===== config.mk =====
export PLATFORM = sky130hd
export DESIGN_NAME = sad_best_mv_select
export DESIGN_NICKNAME = d
export VERILOG_FILES = /design/src/rtl/me_pkg.sv /design/src/rtl/sad_min_lane.sv /design/src/rtl/sad_best_mv_select.sv
export SDC_FILE = /design/constraint.sdc
export NUM_CORES = 1
export LEC_CHECK = 0
export BUFFER_PORTS_ARGS = -buffer_cell sky130_fd_sc_hd__buf_4
export CAP_MARGIN = 20
export CORE_AREA = 2 2 346 348
export DETAILED_ROUTE_END_ITERATION = 8
export DIE_AREA = 0 0 348 350
export PLACE_DENSITY = 0.5
export SYNTH_ARGS = -nofsm -noshare
export SYNTH_HDL_FRONTEND = slang
export SYNTH_SLANG_ARGS = --single-unit

===== constraint.sdc =====
create_clock -name clk -period 4.5 [get_ports clk]
set_clock_uncertainty 0.2 [all_clocks]
set_input_delay 0.225 -clock clk [delete_from_list [all_inputs] [get_ports clk]]
set_output_delay 0.225 -clock clk [all_outputs]
set_load 0.02 [all_outputs]

===== src/rtl/me_pkg.sv =====
// Shared motion-estimation definitions: MV packing widths, lane counts,
// FSM state encoding and MV helpers for the best-MV selector.
package me_pkg;

   localparam int unsigned MVX_W = 5;
   localparam int unsigned MVY_W = 7;
   localparam int unsigned MV_W  = MVX_W + MVY_W;
   localparam int unsigned N8    = 16;
   localparam int unsigned N16   = 4;
   localparam int unsigned MAG_W = 8;

   typedef enum logic [1:0] {
      ST_IDLE   = 2'd0,
      ST_SEARCH = 2'd1,
      ST_DONE   = 2'd2
   } state_e;

   // Packs signed mvx/mvy into the {mvy, mvx} lane format.
   function automatic logic [MV_W-1:0] mv_pack(input logic [MVX_W-1:0] mvx,
                                               input logic [MVY_W-1:0] mvy);
      return {mvy, mvx};
   endfunction

   // |mvx| + |mvy| of a packed MV; the most negative values map to 16 and 64.
   function automatic logic [MAG_W-1:0] mv_mag(input logic [MV_W-1:0] mv);
      logic [MVX_W-1:0] x;
      logic [MVY_W-1:0] y;
      logic [MVX_W-1:0] ax;
      logic [MVY_W-1:0] ay;
      x  = mv[MVX_W-1:0];
      y  = mv[MV_W-1:MVX_W];
      ax = x[MVX_W-1] ? MVX_W'(-x) : x;
      ay = y[MVY_W-1] ? MVY_W'(-y) : y;
      return MAG_W'(ax) + MAG_W'(ay);
   endfunction

endpackage


===== src/rtl/sad_min_lane.sv =====
// One partition lane: holds the running minimum SAD and its MV.
//   clear_i    : reload SAD to all-ones and MV to 0 (has priority)
//   upd_en_i   : current candidate is valid for comparison
//   sad_i/mv_i : candidate SAD and packed MV
//   best_sad_o / best_mv_o : stored minimum (registered)
// Optional macro SAD_SEL_ZERO_BIAS_EN: on equal SAD prefer the smaller |mvx|+|mvy|.
module sad_min_lane
   import me_pkg::*;
#(
   parameter int unsigned SAD_W = 14
) (
   input  logic             clk,
   input  logic             rst_n,
   input  logic             clear_i,
   input  logic             upd_en_i,
   input  logic [SAD_W-1:0] sad_i,
   input  logic [MV_W-1:0]  mv_i,
   output logic [SAD_W-1:0] best_sad_o,
   output logic [MV_W-1:0]  best_mv_o
);

   logic [SAD_W-1:0] sad_q, sad_d;
   logic [MV_W-1:0]  mv_q,  mv_d;
   logic             take_c;

   // Candidate acceptance: strict less, optionally broken ties toward zero MV.
   always_comb begin
      take_c = (sad_i < sad_q);
`ifdef SAD_SEL_ZERO_BIAS_EN
      if ((sad_i == sad_q) && (mv_mag(mv_i) < mv_mag(mv_q))) begin
         take_c = 1'b1;
      end
`endif
   end

   always_comb begin
      sad_d = sad_q;
      mv_d  = mv_q;
      if (clear_i) begin
         sad_d = '1;
         mv_d  = '0;
      end else if (upd_en_i && take_c) begin
         sad_d = sad_i;
         mv_d  = mv_i;
      end
   end

   always_ff @(posedge clk or negedge rst_n) begin
      if (!rst_n) begin
         sad_q <= '1;
         mv_q  <= '0;
      end else begin
         sad_q <= sad_d;
         mv_q  <= mv_d;
      end
   end

   assign best_sad_o = sad_q;
   assign best_mv_o  = mv_q;

endmodule


===== src/rtl/sad_best_mv_select.sv =====
// Best motion-vector selector: tracks per-partition minimum SAD and MV
// (16 x 8x8, 4 x 16x16, 1 x 32x32) over one search window.
//   start               : clear minima and (re)enter SEARCH
//   sad_valid/sad_last  : candidate strobe / final candidate marker
//   SAD8x8/16x16/32x32  : candidate SAD lanes
//   search_column_count / search_row_count : candidate position
//   busy / done         : in SEARCH / one-cycle results-final pulse
//   best_sad* / best_mv*: per-lane minima, MV lane = {mvy[6:0], mvx[4:0]}
// Optional macro SAD_SEL_ZERO_BIAS_EN: zero-MV bias on SAD ties.
module sad_best_mv_select
   import me_pkg::*;
#(
   parameter int unsigned MV_X_OFFSET = 16,
   parameter int unsigned MV_Y_OFFSET = 64,
   parameter int unsigned SAD8_W      = 14,
   parameter int unsigned SAD16_W     = 16,
   parameter int unsigned SAD32_W     = 18
) (
   input  logic                  clk,
   input  logic                  rst_n,
   input  logic                  start,
   input  logic                  sad_valid,
   input  logic                  sad_last,
   input  logic [N8*SAD8_W-1:0]  SAD8x8,
   input  logic [N16*SAD16_W-1:0] SAD16x16,
   input  logic [SAD32_W-1:0]    SAD32x32,
   input  logic [MVX_W-1:0]      search_column_count,
   input  logic [MVY_W-1:0]      search_row_count,
   output logic                  busy,
   output logic                  done,
   output logic [N8*SAD8_W-1:0]  best_sad8x8,
   output logic [N8*MV_W-1:0]    best_mv8x8,
   output logic [N16*SAD16_W-1:0] best_sad16x16,
   output logic [N16*MV_W-1:0]   best_mv16x16,
   output logic [SAD32_W-1:0]    best_sad32x32,
   output logic [MV_W-1:0]       best_mv32x32
);

   state_e          state_q, state_d;
   logic            busy_q, busy_d;
   logic            done_q, done_d;
   logic            upd_en_c;
   logic [MV_W-1:0] cand_mv_c;

   // State and status registers.
   always_ff @(posedge clk or negedge rst_n) begin
      if (!rst_n) begin
         state_q <= ST_IDLE;
         busy_q  <= 1'b0;
         done_q  <= 1'b0;
      end else begin
         state_q <= state_d;
         busy_q  <= busy_d;
         done_q  <= done_d;
      end
   end

   // Next state; start restarts from any state.
   always_comb begin
      state_d = state_q;
      if (start) begin
         state_d = ST_SEARCH;
      end else begin
         case (state_q)
            ST_IDLE:   state_d = ST_IDLE;
            ST_SEARCH: if (sad_valid && sad_last) state_d = ST_DONE;
            ST_DONE:   state_d = ST_IDLE;
            default:   state_d = ST_IDLE;
         endcase
      end
   end

   // Outputs: status flags are registered from the next state so they
   // line up with the state register; start suppresses a same-cycle candidate.
   always_comb begin
      busy_d   = (state_d == ST_SEARCH);
      done_d   = (state_d == ST_DONE);
      upd_en_c = sad_valid && (state_q == ST_SEARCH) && !start;
   end

   // Candidate MV: offsets wrap in the lane width (two's complement).
   always_comb begin
      cand_mv_c = mv_pack(MVX_W'(search_column_count - MVX_W'(MV_X_OFFSET)),
                          MVY_W'(search_row_count    - MVY_W'(MV_Y_OFFSET)));
   end

   for (genvar i = 0; i < N8; i++) begin : g_l8
      sad_min_lane #(.SAD_W(SAD8_W)) u_lane (
         .clk        (clk),
         .rst_n      (rst_n),
         .clear_i    (start),
         .upd_en_i   (upd_en_c),
         .sad_i      (SAD8x8[i*SAD8_W +: SAD8_W]),
         .mv_i       (cand_mv_c),
         .best_sad_o (best_sad8x8[i*SAD8_W +: SAD8_W]),
         .best_mv_o  (best_mv8x8[i*MV_W +: MV_W])
      );
   end

   for (genvar i = 0; i < N16; i++) begin : g_l16
      sad_min_lane #(.SAD_W(SAD16_W)) u_lane (
         .clk        (clk),
         .rst_n      (rst_n),
         .clear_i    (start),
         .upd_en_i   (upd_en_c),
         .sad_i      (SAD16x16[i*SAD16_W +: SAD16_W]),
         .mv_i       (cand_mv_c),
         .best_sad_o (best_sad16x16[i*SAD16_W +: SAD16_W]),
         .best_mv_o  (best_mv16x16[i*MV_W +: MV_W])
      );
   end

   sad_min_lane #(.SAD_W(SAD32_W)) u_l32 (
      .clk        (clk),
      .rst_n      (rst_n),
      .clear_i    (start),
      .upd_en_i   (upd_en_c),
      .sad_i      (SAD32x32),
      .mv_i       (cand_mv_c),
      .best_sad_o (best_sad32x32),
      .best_mv_o  (best_mv32x32)
   );

   assign busy = busy_q;
   assign done = done_q;

endmodule


==> impl_metrics.json, run 1 <==
{
  "status": "complete, no violations",
  "numPortBuffers": 882,
  "hold_path.class": "in2async",
  "fin_setup_tns_ps": 0,
  "max-cap-violations": 0,
  "min_period_over_period_pct": 82.4,
  "ys_ff_latch": 562,
  "grt_max_degree": 121,
  "syn_area_sq_um": 29200,
  "tritoncts.num_buffers": 73,
  "yosysWarnings": 0,
  "slew_violations": 0,
  "rows": 126,
  "antenna_found_initial": 8,
  "reg2reg_to": "g_l8[9].u_lane.best_sad_o[3]$_DFFE_PN1P_",
  "critical_path.max_fanout": 15,
  "fin_nets": 4656,
  "cts_max_path_buffers": 3,
  "end_kind": "flip-flop",
  "fin_area_sq_um": 43600,
  "ys_async_sr_fraction_pct": 100,
  "drtAntennaViolNets": 0,
  "cts-root-buf": "clkbuf_16",
  "ff2ff_path_depth": 10,
  "yosysUniqueCellTypes": 46,
  "ys.flop_type": "dfstp_2",
  "yosysTopAreaCellShare_pct": 27.5,
  "clk_pin_slew_ps": 60,
  "synthTopCellsByCount": "dfstp_2 (306), inv_1 (306), nor2_1 (288)",
  "place_area_sq_um": 37700,
  "syn_area_per_cell_sq_um": 10.1,
  "critPathLaunchType": "flip-flop",
  "dr.pass1.iters": 5,
  "boundaryPins": 883,
  "tightest_slew_ps": 1010,
  "ys_top_cells_by_area": "dfstp_2 (28%), dfrtp_1 (22%), ha_1 (12%)",
  "drive_above_1_share_pct": 34.0,
  "groute.usage.overall_pct": 19.5,
  "die_area_sq_um": 122000,
  "period_needed_ps": 3710,
  "place.gp.congestion": 0.909,
  "coreArea_sq_um": 118000,
  "dp_hpwl_um": 89800,
  "synth_edf_count": 0,
  "yosysSeqAreaShare_pct": 49.5,
  "fmax_ghz": 0.270,
  "final_util_pct": 37.0,
  "arrival_ps": 4090,
  "hold_viol_final": 0,
  "syn2layout_area_growth_pct": 49.5,
  "die_w_um": 348,
  "cp.required_ps": 4880,
  "r2r_slack_ps": 790,
  "drt_iter0_markers": 1505,
  "post_cts_buffers": 0,
  "cts_tree": "done",
  "syn_inst": 2877,
  "drc_errors": 0,
  "setup-violations-final": 0,
  "insertion_delay_ps": 640,
  "vias_per_cell": 4.63,
  "vias": 26200,
  "cts_resized": 0,
  "rsz0062_at_grt": "false",
  "grt_overflow": 0,
  "p_leak_nw": 21.9,
  "worstSetupPathType": "reg2reg",
  "grt_first_pass_wirelength_um": 178000,
  "ir_worst_vdd_mv": 0.262,
  "synth_top_area_cell": "dfstp_2",
  "h-tree-depth": 3,
  "start_util_pct": 24.8,
  "cts.sinks": 562,
  "slew_headroom_pct": 32.7,
  "routed_wl_um": 122000,
  "wl_per_cell_um": 21.7,
  "power.density_nw_per_um2": 350,
  "synth_nets": 3485,
  "reg2reg_from": "g_l8[9].u_lane.best_sad_o[8]$_DFFE_PN1P_",
  "die_h_um": 350,
  "grt_pass1_vias": 26300
}
## routing by layer
| metal | vias up | track usage [%] | routed length (um) |
|---|---|---|---|
| li1 | 12400 | - | - |
| met1 | 12800 | 24.5 | 51000 |
| met2 | 786 | 32.5 | 59300 |
| met3 | 200 | 4.10 | 7380 |
| met4 | 0 | 7.62 | 4740 |
| met5 | - | 0 | 0 |
## sequential cells by signal (all words and copies together) (netlist names)
signal / flops
busy: 1
g_l8.u_lane.best_mv_o: 192
g_l8.u_lane.best_sad_o: 224
u_l32.best_mv_o: 12
u_l32.best_sad_o: 18
state_q: 2
g_l16.u_lane.best_sad_o: 64
g_l16.u_lane.best_mv_o: 48
done: 1
## timing repair
item,CTS,global route
endpoints found under the setup margin,0,0
hold buffers,343,0
hold endpoints to repair,557,0
## cells in the final DEF (no fill, tap or decap), types with 4 or more instances in the layout
master	instances
clkbuf_16	74
inv_1	306
bufinv_16	4
nor3_1	53
clkbuf_8	20
o21ai_0	100
nand4_1	45
nand3_1	81
a21oi_1	79
a21oi_4	8
a211oi_1	17
diode_2	6
o221ai_1	5
clkinv_2	9
mux2i_1	167
buf_12	15
dlygate4sd3_1	343
o211ai_1	178
dfstp_2	306
a31o_2	13
a221oi_1	11
nand2b_1	19
nor2b_1	8
dfrtp_1	256
a21o_1	53
a211o_1	4
o22a_1	16
and3_1	12
nor2_1	287
nor4_1	12
clkbuf_1	21
ha_1	285
a31oi_1	98
nand2_1	233
a2111oi_0	14
a211oi_2	5
buf_4	914
## cell families (layout without fill, tap and decap cells)
group / Yosys count / count (layout) / synth area share [%]
muxes: 169 / 169 / 5.80
and+or+nand+nor: 758 / 758 / 11.3
DFF: 562 / 562 / 49.5
buffers and inverters: 486 / 1718 / 6.74
AOI/OAI and AO/OA: 617 / 617 / 14.4
adders and majority gates: 285 / 285 / 12.2
other: 0 / 6 / 0
## worst max path at each step
stage	startpoint	slack [ps]	depth (start not counted)	end
CTS	g_l8[9].u_lane.best_sad_o[8]$_DFFE_PN1P_	870	10	g_l8[9].u_lane.best_sad_o[1]$_DFFE_PN1P_
floorplan	g_l16[2].u_lane.best_sad_o[5]$_DFFE_PN1P_	1880	10	g_l16[2].u_lane.best_mv_o[0]$_DFFE_PN0P_
global placement	u_l32.best_sad_o[15]$_DFFE_PN1P_	1320	8	u_l32.best_mv_o[11]$_DFFE_PN0P_
global route	g_l8[9].u_lane.best_sad_o[8]$_DFFE_PN1P_	650	10	g_l8[9].u_lane.best_sad_o[3]$_DFFE_PN1P_
finish	g_l8[9].u_lane.best_sad_o[8]$_DFFE_PN1P_	790	10	g_l8[9].u_lane.best_sad_o[3]$_DFFE_PN1P_
detailed placement	u_l32.best_sad_o[15]$_DFFE_PN1P_	1320	8	u_l32.best_mv_o[4]$_DFFE_PN0P_
## where the power goes
part	switching, mW	internal (mW)
clock network	2.52	3.62
logic	1.98	1.40
registers	0.211	5.56
## critical path: stages, from the launching register on
cell,delay (ps)
dfstp_2,540
inv_1,60
ha_1,280
a21o_1,180
a221oi_1,310
o221ai_1,230
a31oi_4,490
nand2_1,120
dlygate4sd3_1,590
o211ai_1,90
dlygate4sd3_1,570
## final cells by class
type                            count  area (sq um)
Inverter                          307          1160
Clock buffer                      114          2190
Multi-Input combinational cell   1829         12900
Tap cell                         1536          1920
Antenna cell                        6          15.0
Fill cell                       11800         74100
Timing Repair Buffer             1275         10600
Clock inverter                     22           315
Sequential cell                   562         14400
## stage by stage
stage | setup slack, ps | hold WS [ps] | cells | power, mW
floorplan | 1880 | -271 | 2877 | 7.41
global placement | 1320 | 148 | 5165 | 8.96
detailed placement | 1320 | 151 | 5166 | 8.98
CTS | 866 | 14.4 | 5645 | 15.5
global route | 654 | 73.8 | 5647 | 16.0
finish | 794 | 59.3 | 5651 | 15.3
Note: power is estimated with default switching activity, not from simulation.
==> inputs of run 2 (changes only) <==
Clock period 4.5 ns to 3.6 ns, I/O delays scaled along.
==> impl_metrics.json, run 2 (synthesis results as in run 1) <==
{
  "drt_iter0_markers": 1557,
  "max-cap-violations": 0,
  "rsz0062_at_grt": "false",
  "setup_ws_ps": 182,
  "drive_above_1_share_pct": 34.4,
  "cpPeakStageDelay_ps": 580,
  "dr.pass1.iters": 6,
  "cts-root-buf": "clkbuf_16",
  "fin_setup_tns_ps": 0,
  "wl_per_cell_um": 21.7,
  "internal_power_mw": 13.4,
  "grt_max_degree": 124,
  "coreArea_sq_um": 118000,
  "critical_path.max_fanout": 10,
  "path_common_cell": "dlygate4sd3_1",
  "power.share.clock_pct": 40.6,
  "place.gp.congestion": 0.890,
  "fillers": 11700,
  "tritoncts.num_buffers": 73,
  "fin_nets": 4694,
  "insertion_delay_ps": 650,
  "cp.required_ps": 3990,
  "seqPwrFrac_pct": 37.3,
  "slew_violations": 0,
  "grt_overflow": 0,
  "worstSetupPathType": "reg2reg",
  "antenna_found_initial": 11,
  "drtAntennaViolNets": 0,
  "drc_errors": 0,
  "fmax_ghz": 0.293,
  "vias": 26300,
  "start_util_pct": 24.8,
  "tightest_slew_ps": 905,
  "setup-violations-final": 0,
  "routed_wl_um": 124000,
  "dp_slack_ps": 652,
  "crit_path_top_delay_cell": "dlygate4sd3_1",
  "power_mw": 19.4,
  "slew_headroom_pct": 39.7,
  "die_w_um": 348,
  "arrival_ps": 3810,
  "die_area_sq_um": 122000,
  "clk_pin_slew_ps": 60,
  "vias_per_cell": 4.62,
  "final_cell_mix": "buf_4 (929), dlygate4sd3_1 (356), inv_1 (306), dfstp_2 (306), nor2_1 (287)",
  "r2r_slack_ps": 180,
  "syn2layout_area_growth_pct": 51.3,
  "h-tree-depth": 3,
  "cts_tree": "done",
  "rows": 126,
  "worstPathCellList": "inv_1 -> ha_1 -> a21o_1 -> a221oi_2 -> o221ai_2 -> a31oi_4 -> buf_8 -> nand2_1 -> dlygate4sd3_1 -> o211ai_1 -> dlygate4sd3_1",
  "grt_pass1_vias": 26600,
  "regArea_sq_um": 14400,
  "numPortBuffers": 882,
  "cts_max_path_buffers": 3,
  "boundaryPins": 883,
  "end_kind": "flip-flop",
  "die_h_um": 350,
  "p_leak_nw": 22.1,
  "groute.usage.overall_pct": 19.5,
  "cts.sinks": 562,
  "multiInputGateArea_sq_um": 13000,
  "final_common_cell": "buf_4",
  "power.density_nw_per_um2": 438,
  "status": "complete, no violations",
  "period_needed_ps": 3420,
  "hold_path.class": "in2reg",
  "grt_first_pass_wirelength_um": 178000,
  "ir_worst_vdd_mv": 0.342,
  "critPathLaunchType": "flip-flop",
  "min_period_over_period_pct": 94.9,
  "p_sw_mw": 5.92,
  "dp_hpwl_um": 90100,
  "holdWs_ps": 100,
  "pwr-share-comb_pct": 22.2,
  "largest_reg_flops": 224,
  "final_util_pct": 37.5,
  "swShare_pct": 30.6,
  "hold_viol_final": 0
}
## run 2: changes by cell type in the layout (fill, tap and decap cells not counted), moves of 2 or more
cell / delta
clkbuf_8: -3
buf_4: +15
clkbuf_1: -3
clkinv_8: +3
bufinv_16: +4
buf_12: +9
inv_16: -2
diode_2: -3
dlygate4sd3_1: +13
## run 2: worst max-delay path: cells and delay by family, from the launching register on
family	cells	cell delay, ps
AOI/OAI and AO/OA	5	950
buffers and inverters	4	1340
DFF	1	530
and+or+nand+nor	1	60
adders and majority gates	1	280
## run 2: final timing paths
path / from / endpoint / cells after the start
hold / removal: SAD8x8[112] / g_l8[8].u_lane.best_sad_o[0]$_DFFE_PN1P_ / 4
max in group asynchronous: rst_n / g_l8[7].u_lane.best_mv_o[2]$_DFFE_PN0P_ / 4
setup / recovery: g_l8[9].u_lane.best_sad_o[8]$_DFFE_PN1P_ / g_l8[9].u_lane.best_sad_o[3]$_DFFE_PN1P_ / 11
setup reg to reg: g_l8[9].u_lane.best_sad_o[8]$_DFFE_PN1P_ / g_l8[9].u_lane.best_sad_o[3]$_DFFE_PN1P_ / 11
hold reg to reg: g_l8[3].u_lane.best_sad_o[8]$_DFFE_PN1P_ / g_l8[3].u_lane.best_sad_o[8]$_DFFE_PN1P_ / 2
min in group asynchronous: rst_n / u_l32.best_mv_o[2]$_DFFE_PN0P_ / 3
## run 2: final cells by class
cell class / count / share of cell area, %
clock inverters: 29 / 1.03
repair buffers: 1313 / 25.1
well taps: 1536 / 4.35
multi-input cells: 1829 / 29.3
diodes: 3 / 0.0170
inverters: 307 / 2.63
clock buffers: 107 / 4.79
flip-flops and latches: 562 / 32.7
## run 2: timing repair
action | CTS | global route
gates resized for setup | 0 | 4
buffers inserted | 0 | 8
hold endpoints to repair | 730 | 0
setup endpoints to repair | 0 | 7
hold buffers | 356 | 0
## run 2: power groups by stage
stage	Sequential, mW	Clock [mW]	Combinational (mW)
after floorplan	7.80	0	1.47
after global routing	7.26	8.32	4.65
after detailed placement	7.30	0	3.96
final	7.22	7.85	4.29
after CTS	7.21	8.07	4.31
after global placement	7.30	0	3.94
## run 2: routing by layer
metal  part of all wire [%]  track usage, %
met1                     41            23.9
met2                     48            32.2
met3                    6.4            4.60
met4                    5.1            9.64
met5                 0.0097               0
## run 2: metrics by stage
stage | area, sq um | cells
detailed placement | 37900 | 5183
finish | 44200 | 5686
CTS | 44100 | 5675
global placement | 37900 | 5182
floorplan | 29200 | 2877
global route | 44100 | 5685
